## config.mk

```make
export PLATFORM = sky130hd
export DESIGN_NAME = reg_bus_arbiter
export DESIGN_NICKNAME = d
export VERILOG_FILES = /design/src/rtl/reg_bus_arbiter.sv
export SDC_FILE = /design/constraint.sdc
export NUM_CORES = 1
export LEC_CHECK = 0
export CAP_MARGIN = 20
export CELL_PAD_IN_SITES_DETAIL_PLACEMENT = 0
export CELL_PAD_IN_SITES_GLOBAL_PLACEMENT = 1
export CORE_AREA = 10 10 57 71
export CTS_CLUSTER_DIAMETER = 30
export DETAILED_ROUTE_END_ITERATION = 8
export DIE_AREA = 0 0 67 81
export MAX_ROUTING_LAYER = met4
export PLACE_DENSITY = 0.77
export SYNTH_ARGS = -nofsm -noshare
export SYNTH_HDL_FRONTEND = slang
export SYNTH_SLANG_ARGS = --single-unit
```

## constraint.sdc

```tcl
create_clock -name clk -period 1.1 [get_ports clk]
set_input_delay 0.22 -clock clk [delete_from_list [all_inputs] [get_ports clk]]
set_output_delay 0.22 -clock clk [all_outputs]
set_load 0.02 [all_outputs]
```

## src/rtl/reg_bus_arbiter.sv

```systemverilog
// reg_bus_arbiter: shares one register bank port between external slave A (strict priority) and internal master B.
module reg_bus_arbiter #(
   parameter int AW = 2,
   parameter int DW = 3
) (
   input  logic          clk,
   input  logic          rst,
   input  logic          a_wr,
   input  logic          a_rd,
   input  logic [AW-1:0] a_adr,
   input  logic [DW-1:0] a_wdata,
   output logic          a_rvalid,
   output logic [DW-1:0] a_rdata,
   input  logic          b_req,
   input  logic          b_we,
   input  logic [AW-1:0] b_adr,
   input  logic [DW-1:0] b_wdata,
   output logic          b_gnt,
   output logic          b_rvalid,
   output logic [DW-1:0] b_rdata,
   output logic          r_we,
   output logic          r_re,
   output logic [AW-1:0] r_adr,
   output logic [DW-1:0] r_wdata,
   input  logic [DW-1:0] r_rdata,
   output logic          err_collide
);
   typedef enum logic [1:0] {IDLE, A_ACC, B_ACC} state_t;
   state_t state, next;
   logic a_stb;
   logic q_we, q_re;
   logic [AW-1:0] q_adr;
   logic [DW-1:0] q_wdata;
   assign a_stb = a_wr | a_rd;
   always_ff @(posedge clk or posedge rst)
      if (rst) state <= IDLE;
      else state <= next;
   always_comb begin
      next  = a_stb ? A_ACC : b_req ? B_ACC : IDLE;
      b_gnt = !rst && next == B_ACC;
   end
   // Access fields are cleared whenever nothing is accepted, so the bank port idles at zero.
   always_ff @(posedge clk or posedge rst)
      if (rst) begin
         q_we        <= 1'b0;
         q_re        <= 1'b0;
         q_adr       <= '0;
         q_wdata     <= '0;
         a_rvalid    <= 1'b0;
         b_rvalid    <= 1'b0;
         a_rdata     <= '0;
         b_rdata     <= '0;
         err_collide <= 1'b0;
      end else begin
         q_we        <= a_stb ? a_wr : b_req & b_we;
         q_re        <= a_stb ? a_rd & ~a_wr : b_req & ~b_we;
         q_adr       <= a_stb ? a_adr : b_req ? b_adr : '0;
         q_wdata     <= a_stb ? a_wdata : b_req ? b_wdata : '0;
         a_rvalid    <= state == A_ACC && q_re;
         b_rvalid    <= state == B_ACC && q_re;
         if (state == A_ACC && q_re) a_rdata <= r_rdata;
         if (state == B_ACC && q_re) b_rdata <= r_rdata;
         err_collide <= err_collide | (a_wr & a_rd);
      end
   assign r_we    = state != IDLE && q_we;
   assign r_re    = state != IDLE && q_re;
   assign r_adr   = state != IDLE ? q_adr : '0;
   assign r_wdata = state != IDLE ? q_wdata : '0;
endmodule

```

Yosys cells after proc, flatten, opt, wreduce, memory -nomap -nowiden
Cells that the tools add are included.

Bits in registers: 18. Bits of input ports: 19. Output and inout port bits: 17.

Equal/unequal tests: 3. Multiplexer cells: 10. Bitwise operators: 8. Reductions and logical operators: 7.

Operators with widths (number): 2-to-1 mux 2 bit (5); 2-to-1 mux 3 bit (3); logical AND 1 bit (5); AND 1 bit (4); == test 2 bit, second input constant (2); == test 2 x 1 -> 1 bit, second input constant (1); 2-to-1 mux 1 bit (2); NOT 1 bit (2); bitwise OR 1 bit (2); nonzero test 2 bit (1); logical NOT 1 bit (1).

Longest topological paths before layout
Gate-level depths: netlist of run 1.

Word-level depth: 4. Depth in mapped cells: 4. Depth with buffers taken out: 2.

Worst setup path after synthesis of run 1
No wires, ideal clock.

Path kind: input-to-output. Start: input port rst. End: output port b_gnt. Arrival: 934 ps. Slack: -54 ps. Cell stages on the path: 2. Cells stage by stage: inv_1 > and2_1.

Cells in the longest elaborated chain, start to end: 2.

RTL lines: start, declared (RTL line 7) `input logic rst,`; logical NOT 1 bit (no line); logical AND 1 bit (RTL line 40) `b_gnt = !rst && next == B_ACC;`; end, declared (RTL line 18) `output logic b_gnt,`.

No other way between the ends.

Worst setup path after layout of run 1
Start: register state[0]. End: output port r_wdata[2].

Cells in the longest elaborated chain, start to end: 2.

RTL lines: start, declared (RTL line 29) `state_t state, next;`; start signal, assigned (RTL line 37) `else state <= next;`; nonzero test 2 bit (RTL line 68) `assign r_wdata = state != IDLE ? q_wdata : '0;`; 2-to-1 mux 3 bit (RTL line 68); end, declared (RTL line 24) `output logic [DW-1:0] r_wdata,`.

No other way between the ends.

==> results of run 1 <==
## tightest hold or removal path, cell delays in order
cell and delay [ns]:
dlygate4sd2_1 0.26, clkinvlp_4 0.07, buf_4 0.23
## layout make-up
| class | instances | share of cell area [%] |
|---|---|---|
| flip-flops and latches | 18 | 38.3 |
| repair buffers | 43 | 28.8 |
| multi-input cells | 38 | 24.4 |
| well taps | 36 | 3.83 |
| clock buffers | 4 | 3.08 |
| inverters | 4 | 1.59 |
## repair_timing
item,4_1_cts,5_1_grt
pin swaps,3,1
setup buffers,1,0
gates resized for setup,85,10
gates cloned,0,0
setup endpoints to repair,26,17
## worst max-delay path by stage
stage | start | cells past startpoint | endpoint
3_5_place_dp | b_req | 4 | b_gnt
6_report | state[0]$_DFF_PP0_ | 3 | r_wdata[2]
3_3_place_gp | b_req | 4 | b_gnt
5_1_grt | state[0]$_DFF_PP0_ | 3 | r_wdata[0]
4_1_cts | state[0]$_DFF_PP0_ | 3 | r_wdata[2]
2_1_floorplan | state[1]$_DFF_PP0_ | 2 | r_adr[0]
## layer usage
metal  GRT usage [%]  vias to the layer above
li1                -                      293
met1            8.04                      264
met2            11.3                       37
met3            3.86                        2
met4            4.94                        0
met5               -                        -
## cells by family (layout without fill, tap and decap cells)
family          count (synthesis)  after routing  share of synthesized area [%]
compound gates                 13             13                           12.0
mux                             6              6                           8.90
buf+inv                         6             51                           4.94
flops                          18             18                           59.3
simple gates                   19             19                           14.8
## flip-flops by register name, indices dropped and copies added (netlist names)
| signal | flops |
|---|---|
| a_rdata | 3 |
| b_rdata | 3 |
| q_wdata | 3 |
| q_adr | 2 |
| state | 2 |
| a_rvalid | 1 |
| b_rvalid | 1 |
| err_collide | 1 |
| q_re | 1 |
| q_we | 1 |
## synth_stat cells
master	count
a21oi_1	1
mux2_2	6
nor2_1	1
nand2_1	5
nand3b_1	2
buf_6	2
o21ai_0	5
nor2b_1	7
dfrtp_1	18
a31o_2	1
nor3b_2	1
inv_1	4
a21o_2	1
o21ai_2	5
nand2b_1	1
and2_1	1
or2_1	1
## power by group
part	switching, mW	internal (mW)
Combinational	0.199	0.192
Sequential	0.0281	0.728
Clock	0.188	0.201
Total	0.416	1.12
==> results.sh, run 1 <==
export IMPL_status="finished with violations"
export IMPL_violations="negative setup slack"
export IMPL_crit_path_end_kind="output pin"
export IMPL_setup_violations=13
export IMPL_hold_path_class="in2async"
export IMPL_final_seq_area_um2=450
export IMPL_antenna_found_initial=0
export IMPL_cp_required_ns=0.88
export IMPL_max_slew_margin_pct=80.0
export IMPL_fin_setup_tns_ns=-2.34
export IMPL_drtPass1Iterations=4
export IMPL_start_kind="flop"
export IMPL_grt_pass1_wl_um=3190
export IMPL_die_x_um=67
export IMPL_yosysSeqAreaShare_pct=59.3
export IMPL_cts_tree="built"
export IMPL_worst_pin_slew_ns=0.299
export IMPL_dr_wl_met3_um=265
export IMPL_multi_input_area_um2=288
export IMPL_drtAntennaViolNets=0
export IMPL_die_h_um=81
export IMPL_cts_hold_buf=0
export IMPL_wl_per_cell_um=12.6
export IMPL_mostFrequentLayoutCell="dfrtp_1"
export IMPL_crit_chain="nor2_4, nor2b_1, buf_4"
export IMPL_finalHoldViolCount=0
export IMPL_critPathKind="reg2out"
export IMPL_synth_area_um2=759
export IMPL_crit_slowest_cell="dfrtp_1"
export IMPL_crit_buf_inv=1
export IMPL_drc=0
export IMPL_clk_pin_slew_ns=0.10
export IMPL_vias=596
export IMPL_num_rows=22
export IMPL_drv_cap=0
export IMPL_clock_sinks=18
export IMPL_mostFrequentLayoutCells="dfrtp_1, clkdlybuf4s50_1, buf_2"
export IMPL_layout_min_cycle_time_ns=1.34
export IMPL_holdWs_ns=0.112
export IMPL_synth_top_area_share_pct=59.3
export IMPL_n_fill_cell=296
export IMPL_place_area_um2=1190
export IMPL_fin_worst_skew_ns=0.00417
export IMPL_gr_total_overflow=0
export IMPL_grt_pass1_vias=696
export IMPL_vdd_ir_drop_max_uv=550
export IMPL_final_max_slew_viol_count=0
export IMPL_synth_nets=81
export IMPL_p_total_mw=1.54
export IMPL_cts_buffers_inserted=3
export IMPL_hpwlAfterDp_um=1500
export IMPL_wl_met1_um=729
export IMPL_clkLatencyLatePin_ns=0.29
export IMPL_area_delta_synth_final_pct=55.0
export IMPL_r2r_end="b_rdata[2]$_DFFE_PP0P_"
export IMPL_clock_path_buffers=2
export IMPL_reg2reg_depth=3
export IMPL_routed_top_layer="met4"
export IMPL_path_delay_family="flip-flops"
export IMPL_diodes=0
export IMPL_detail_route_vias_per_cell=4.17
export IMPL_synth_area_leaders="dfrtp_1, mux2_2, nor2b_1"
export IMPL_grt_max_degree=19
export IMPL_port_buffer_count=35
export IMPL_timing_final_crit_share_pct=121
export IMPL_finalNetCount=127
export IMPL_drive_gt1_share_pct=46.7
export IMPL_cp_max_fo=7
export IMPL_synthDistinctLibCells=17
export IMPL_yosysWarnings=0
export IMPL_io_pins=36
export IMPL_rrSetupSlack_ns=-0.13
export IMPL_gp_congestion=0.794
export IMPL_rsz0062_at_grt="yes"
export IMPL_die_area_um2=5430
export IMPL_timing_final_ws_setup_ns=-0.236
export IMPL_ys_ff_latch=18
export IMPL_design_area_um2=1180
export IMPL_synth_top_cell_by_area="dfrtp_1"
export IMPL_r2r_start="state[0]$_DFF_PP0_"
export IMPL_cellPowerDensity_nw_per_um2=1310
export IMPL_worst_endpoint_arrival_ns=1.12
export IMPL_fmax_ghz=0.748
export IMPL_met2WireLength_um=791
export IMPL_drt_wl_total_um=1800
export IMPL_ctsRootBufferMaster="clkbuf_4"
export IMPL_synthCells=62
export IMPL_dp_cells=138
export IMPL_initialDrtViolationCount=4
export IMPL_grt_usage_pct=7.73
export IMPL_max_stage_delay_ns=0.42
export IMPL_core_area_um2=2780
export IMPL_h_tree_depth=1
export IMPL_dp_slack_ns=-0.762
export IMPL_p_leak_nw=0.549
export IMPL_synth_area_per_cell_um2=12.2
export IMPL_final_cells=143
export IMPL_start_util_pct=27.3
export IMPL_final_util_pct=42.3
No activity file was read; power rests on OpenSTA's default activity.
==> run 2, diff against run 1 <==
Clock period 1.1 ns to 1.5 ns, I/O delays scaled along.
==> run 2 against run 1 <==
Global-route usage shrank 0.77 points. Wire length shrank 1.4%. Final cell count is the same. Highest routed layer unchanged. The run now ends clean. Sequential cell count is the same. First-iteration DRC count shrank 25%. Sequential share of layout area shrank 1.9 points. Count of clock-buffer cells in the layout is the same. Worst hold slack gained 0.23 ns. Die area is the same. Largest power group unchanged. Clock power shrank 28%. Setup slack gained 0.26 ns. Utilization grew 2.2 points.
==> results.sh, run 2 (synthesis results as in run 1) <==
export IMPL_final_cells=143
export IMPL_grt_pass1_vias=626
export IMPL_drive_gt1_share_pct=35.5
export IMPL_timing_final_ws_setup_ns=0.0197
export IMPL_fmax_ghz=0.676
export IMPL_critPathKind="reg2out"
export IMPL_hold_path_class="in2async"
export IMPL_finalNetCount=127
export IMPL_clock_path_buffers=2
export IMPL_status="complete, no violations"
export IMPL_top_regs="a_rdata (3), b_rdata (3), q_wdata (3)"
export IMPL_gp_congestion=0.672
export IMPL_max_slew_margin_pct=79.6
export IMPL_grt_max_degree=19
export IMPL_finalHoldViolCount=0
export IMPL_io_pins=36
export IMPL_n_fill_cell=281
export IMPL_detail_route_vias_per_cell=4.16
export IMPL_p_leak_nw=0.576
export IMPL_core_area_um2=2780
export IMPL_cts_buffers_inserted=3
export IMPL_cts_hold_buf=0
export IMPL_start_kind="flop"
export IMPL_drv_cap=0
export IMPL_drt_wl_total_um=1780
export IMPL_fin_worst_skew_ns=0.000694
export IMPL_vias=595
export IMPL_drtPass1Iterations=4
export IMPL_area_delta_synth_final_pct=62.9
export IMPL_die_x_um=67
export IMPL_holdWs_ns=0.341
export IMPL_drtAntennaViolNets=0
export IMPL_num_rows=22
export IMPL_ctsRootBufferMaster="clkbuf_4"
export IMPL_clk_pin_slew_ns=0.09
export IMPL_worst_pin_slew_ns=0.307
export IMPL_dp_slack_ns=-0.567
export IMPL_final_max_slew_viol_count=0
export IMPL_r2r_start="state[0]$_DFF_PP0_"
export IMPL_max_stage_delay_ns=0.41
export IMPL_vdd_ir_drop_max_uv=320
export IMPL_cp_max_fo=4
export IMPL_timing_final_crit_share_pct=98.7
export IMPL_clock_sinks=18
export IMPL_antenna_found_initial=0
export IMPL_mostFrequentLayoutCells="dfrtp_1, clkdlybuf4s50_1, dlygate4sd2_1"
export IMPL_drc=0
export IMPL_die_h_um=81
export IMPL_final_seq_area_um2=450
export IMPL_setup_violations=0
export IMPL_start_util_pct=27.3
export IMPL_final_util_pct=44.5
export IMPL_hpwlAfterDp_um=1490
export IMPL_worst_endpoint_arrival_ns=1.18
export IMPL_wl_per_cell_um=12.4
export IMPL_cellPowerDensity_nw_per_um2=918
export IMPL_gr_total_overflow=0
export IMPL_p_total_mw=1.14
export IMPL_diodes=0
export IMPL_cp_required_ns=1.20
export IMPL_port_buffer_count=35
export IMPL_die_area_um2=5430
export IMPL_crit_slowest_cell="dfrtp_1"
export IMPL_rrSetupSlack_ns=0.27
export IMPL_reg2reg_depth=3
export IMPL_grt_usage_pct=6.96
export IMPL_dp_cells=137
export IMPL_initialDrtViolationCount=3
export IMPL_cts_tree="built"
export IMPL_h_tree_depth=1
export IMPL_multi_input_area_um2=293
export IMPL_crit_buf_inv=2
export IMPL_grt_pass1_wl_um=2840
export IMPL_path_delay_family="flip-flops"
export IMPL_crit_chain="nor2_4, buf_12, nor2b_1, buf_2"
export IMPL_mostFrequentLayoutCell="dfrtp_1"
export IMPL_rsz0062_at_grt="yes"
export IMPL_r2r_end="b_rdata[2]$_DFFE_PP0P_"
export IMPL_crit_path_end_kind="output pin"
export IMPL_clkLatencyLatePin_ns=0.28
export IMPL_layout_min_cycle_time_ns=1.48
[run 2: cell types whose count changed in the layout (fill, tap and decap cells not counted), moves of 2 or more]
cell and change:
buf_2 -11, dlygate4sd2_1 +11, inv_1 +2, nor2b_1 -3, nor2b_2 +3
[run 2: worst register-to-register path, stage by stage (launching register included)]
cell      delay [ns]
dfrtp_1         0.42
buf_4           0.15
nand3b_1        0.24
mux2_2          0.32
[run 2: power breakdown]
part           internal (mW)  switching (mW)  leakage, nW
Clock                  0.148           0.133       0.0210
Combinational          0.156           0.148        0.342
Sequential             0.534          0.0184        0.214
Total                  0.838           0.299        0.576
[run 2: worst max-delay path by stage]
stage	start	endpoint	slack (ns)	depth (start not counted)
after floorplan	rst	b_gnt	0.19	2
after global routing	state[1]$_DFF_PP0_	r_wdata[0]	-0.05	4
final	state[1]$_DFF_PP0_	r_wdata[0]	0.02	4
after detailed placement	b_req	b_gnt	-0.57	4
after CTS	state[0]$_DFF_PP0_	r_we	0.001	4
after global placement	b_req	b_gnt	-0.56	4
[run 2: per-stage QoR]
| step | TNS, ns | area, um^2 |
|---|---|---|
| 2_1_floorplan | 0 | 759 |
| 3_3_place_gp | -1.68 | 1180 |
| 3_5_place_dp | -1.90 | 1180 |
| 4_1_cts | 0 | 1210 |
| 5_1_grt | -0.195 | 1240 |
| 6_report | 0 | 1240 |
[run 2: cell type report]
class                      count  share of cell area, %
timing repair buffer          43                   32.2
inverter                       4                   1.21
multi-input combinational     38                   23.7
clock buffer                   4                   2.93
tap                           36                   3.64
sequential                    18                   36.4
[run 2: timing repair]
action,4_1_cts,5_1_grt
endpoints found under the setup margin,17,7
pin swaps,2,1
gates resized for setup,48,12
gates cloned,0,0
setup buffers,2,0
[run 2: per-layer routing]
layer | GRT usage [%] | wire, um
met4 | 3.70 | 13
met3 | 3.99 | 204
met5 | - | 0
met1 | 6.92 | 725
met2 | 10.6 | 834
==> run 3, diff against run 2 <==
==> constraint.sdc (replaced) <==
create_clock -name clk -period 1.5 [get_ports clk]
set_input_delay 0.3 -clock clk [delete_from_list [all_inputs] [get_ports clk]]
set_output_delay 0.3 -clock clk [all_outputs]
set_load 0.05 [all_outputs]
==> run 3 against run 2 <==
Clock power barely moved. Global-route usage rose by 0.15 points. Power rose by 22%. Via count fell by 3.7%. Wire length rose by 3.0%. Worst hold slack improved by 0.021 ns. Final cell count fell by 2.1%. Register-to-register slack improved by 0.11 ns. Sequential power rose by 4.3%. Fmax rose by 1.2%. Count of clock-buffer cells in the layout did not move. Setup slack improved by 0.017 ns. Largest cell class is now buffers. Largest power group unchanged. Highest routed layer unchanged.
==> results.sh, run 3 (synthesis results as in run 1) <==
export IMPL_status="complete, no violations"
export IMPL_grt_usage_pct=7.10
export IMPL_cts_tree="built"
export IMPL_die_x_um=67
export IMPL_vdd_ir_drop_max_uv=432
export IMPL_clk_pin_slew_ns=0.09
export IMPL_fin_worst_skew_ns=0.000552
export IMPL_finalHoldViolCount=0
export IMPL_design_area_um2=1360
export IMPL_cp_required_ns=1.20
export IMPL_grt_pass1_wl_um=2910
export IMPL_max_slew_margin_pct=80.1
export IMPL_timing_final_ws_setup_ns=0.0371
export IMPL_vias=573
export IMPL_grt_max_degree=19
export IMPL_hpwlAfterDp_um=1550
export IMPL_io_pins=36
export IMPL_clock_path_buffers=2
export IMPL_drtPass1Iterations=3
export IMPL_start_util_pct=27.3
export IMPL_drive_gt1_share_pct=47.1
export IMPL_antenna_found_initial=0
export IMPL_grt_pass1_vias=614
export IMPL_mostFrequentLayoutCells="dfrtp_1, clkdlybuf4s50_1, buf_12"
export IMPL_hold_path_class="in2async"
export IMPL_drt_wl_total_um=1830
export IMPL_gp_congestion=0.694
export IMPL_final_max_slew_viol_count=0
export IMPL_critPathKind="reg2out"
export IMPL_mostFrequentLayoutCell="dfrtp_1"
export IMPL_p_leak_nw=0.614
export IMPL_ctsRootBufferMaster="clkbuf_4"
export IMPL_cp_common_cell="buf_6"
export IMPL_n_fill_cell=279
export IMPL_cp_max_fo=7
export IMPL_top_regs="a_rdata (3), b_rdata (3), q_wdata (3)"
export IMPL_dp_cells=136
export IMPL_detail_route_vias_per_cell=4.09
export IMPL_cellPowerDensity_nw_per_um2=1020
export IMPL_worst_pin_slew_ns=0.299
export IMPL_initialDrtViolationCount=10
export IMPL_crit_path_end_kind="output pin"
export IMPL_gr_total_overflow=0
export IMPL_diodes=0
export IMPL_rsz0062_at_grt="yes"
export IMPL_cts_buffers_inserted=3
export IMPL_num_rows=22
export IMPL_cts_hold_buf=0
export IMPL_clock_sinks=18
export IMPL_clkLatencyLatePin_ns=0.28
export IMPL_timing_final_crit_share_pct=97.5
export IMPL_fmax_ghz=0.684
export IMPL_start_kind="flop"
export IMPL_core_area_um2=2780
export IMPL_setup_violations=0
export IMPL_area_delta_synth_final_pct=78.7
export IMPL_post_cts_buffers=0
export IMPL_die_area_um2=5430
export IMPL_crit_chain="nor2_2, buf_6, nor2b_2, buf_6"
export IMPL_max_stage_delay_ns=0.41
export IMPL_port_buffer_count=35
export IMPL_worst_endpoint_arrival_ns=1.16
export IMPL_drv_cap=0
export IMPL_finalNetCount=124
export IMPL_wl_per_cell_um=13.1
export IMPL_drtAntennaViolNets=0
export IMPL_drc=0
export IMPL_crit_slowest_cell="dfrtp_1"
export IMPL_final_cells=140
export IMPL_fin_setup_tns_ns=0
export IMPL_place_area_um2=1250
export IMPL_layout_min_cycle_time_ns=1.46
export IMPL_h_tree_depth=1
export IMPL_dp_slack_ns=-0.160
export IMPL_die_h_um=81
[run 3: metrics by stage]
stage	util, %	power [mW]	hold WS (ns)
2_1_floorplan	-	0.825	0.244
3_3_place_gp	45.1	1.08	0.523
3_5_place_dp	45.1	1.09	0.527
4_1_cts	46.5	1.38	0.364
5_1_grt	48.8	1.47	0.352
6_report	48.8	1.39	0.362
[run 3: where the power goes]
part,switching (mW),internal [mW],leakage (nW)
clock,0.134,0.147,0.0210
sequential,0.0424,0.534,0.214
combinational,0.268,0.261,0.379
[run 3: metal layers]
metal | vias up | global-route usage (%) | routed length [um]
met3 | 2 | 3.58 | 175
met2 | 29 | 11.2 | 885
li1 | 290 | - | -
met1 | 252 | 7.49 | 757
met4 | 0 | 2.47 | 12
met5 | - | - | 0
[run 3: what timing repair did]
action,4_1_cts,5_1_grt
setup endpoints to repair,1,7
endpoints found under the hold margin,0,0
gates resized for setup,5,19
pin swaps,0,1
[run 3: path summary, 6_finish.rpt]
check / startpoint / end / slack, ns / cells after the start
max: state[0]$_DFF_PP0_ / r_adr[1] / 0.04 / 4
min: rst / err_collide$_DFF_PP0_ / 0.36 / 3
max reg2reg: state[0]$_DFF_PP0_ / b_rdata[0]$_DFFE_PP0P_ / 0.38 / 2
min reg2reg: err_collide$_DFF_PP0_ / err_collide$_DFF_PP0_ / 0.55 / 1
max in group asynchronous: rst / a_rdata[0]$_DFFE_PP0P_ / 0.96 / 3
min in group clk: a_rd / state[1]$_DFF_PP0_ / 0.37 / 2
[run 3: cell type report]
cell class	instances	area [um^2]	share of cell area, %
repair buffers	40	500	36.9
flip-flops and latches	18	450	33.2
multi-input cells	38	310	22.9
well taps	36	45.0	3.32
clock buffers	4	36.3	2.67
inverters	4	15.0	1.11
[run 3: worst max-delay path, delay by kind of cell, from the launching register on]
family | cells | cell delay, ns
buffers and inverters | 2 | 0.30
flip-flops | 1 | 0.41
AND/OR/NAND/NOR | 2 | 0.18
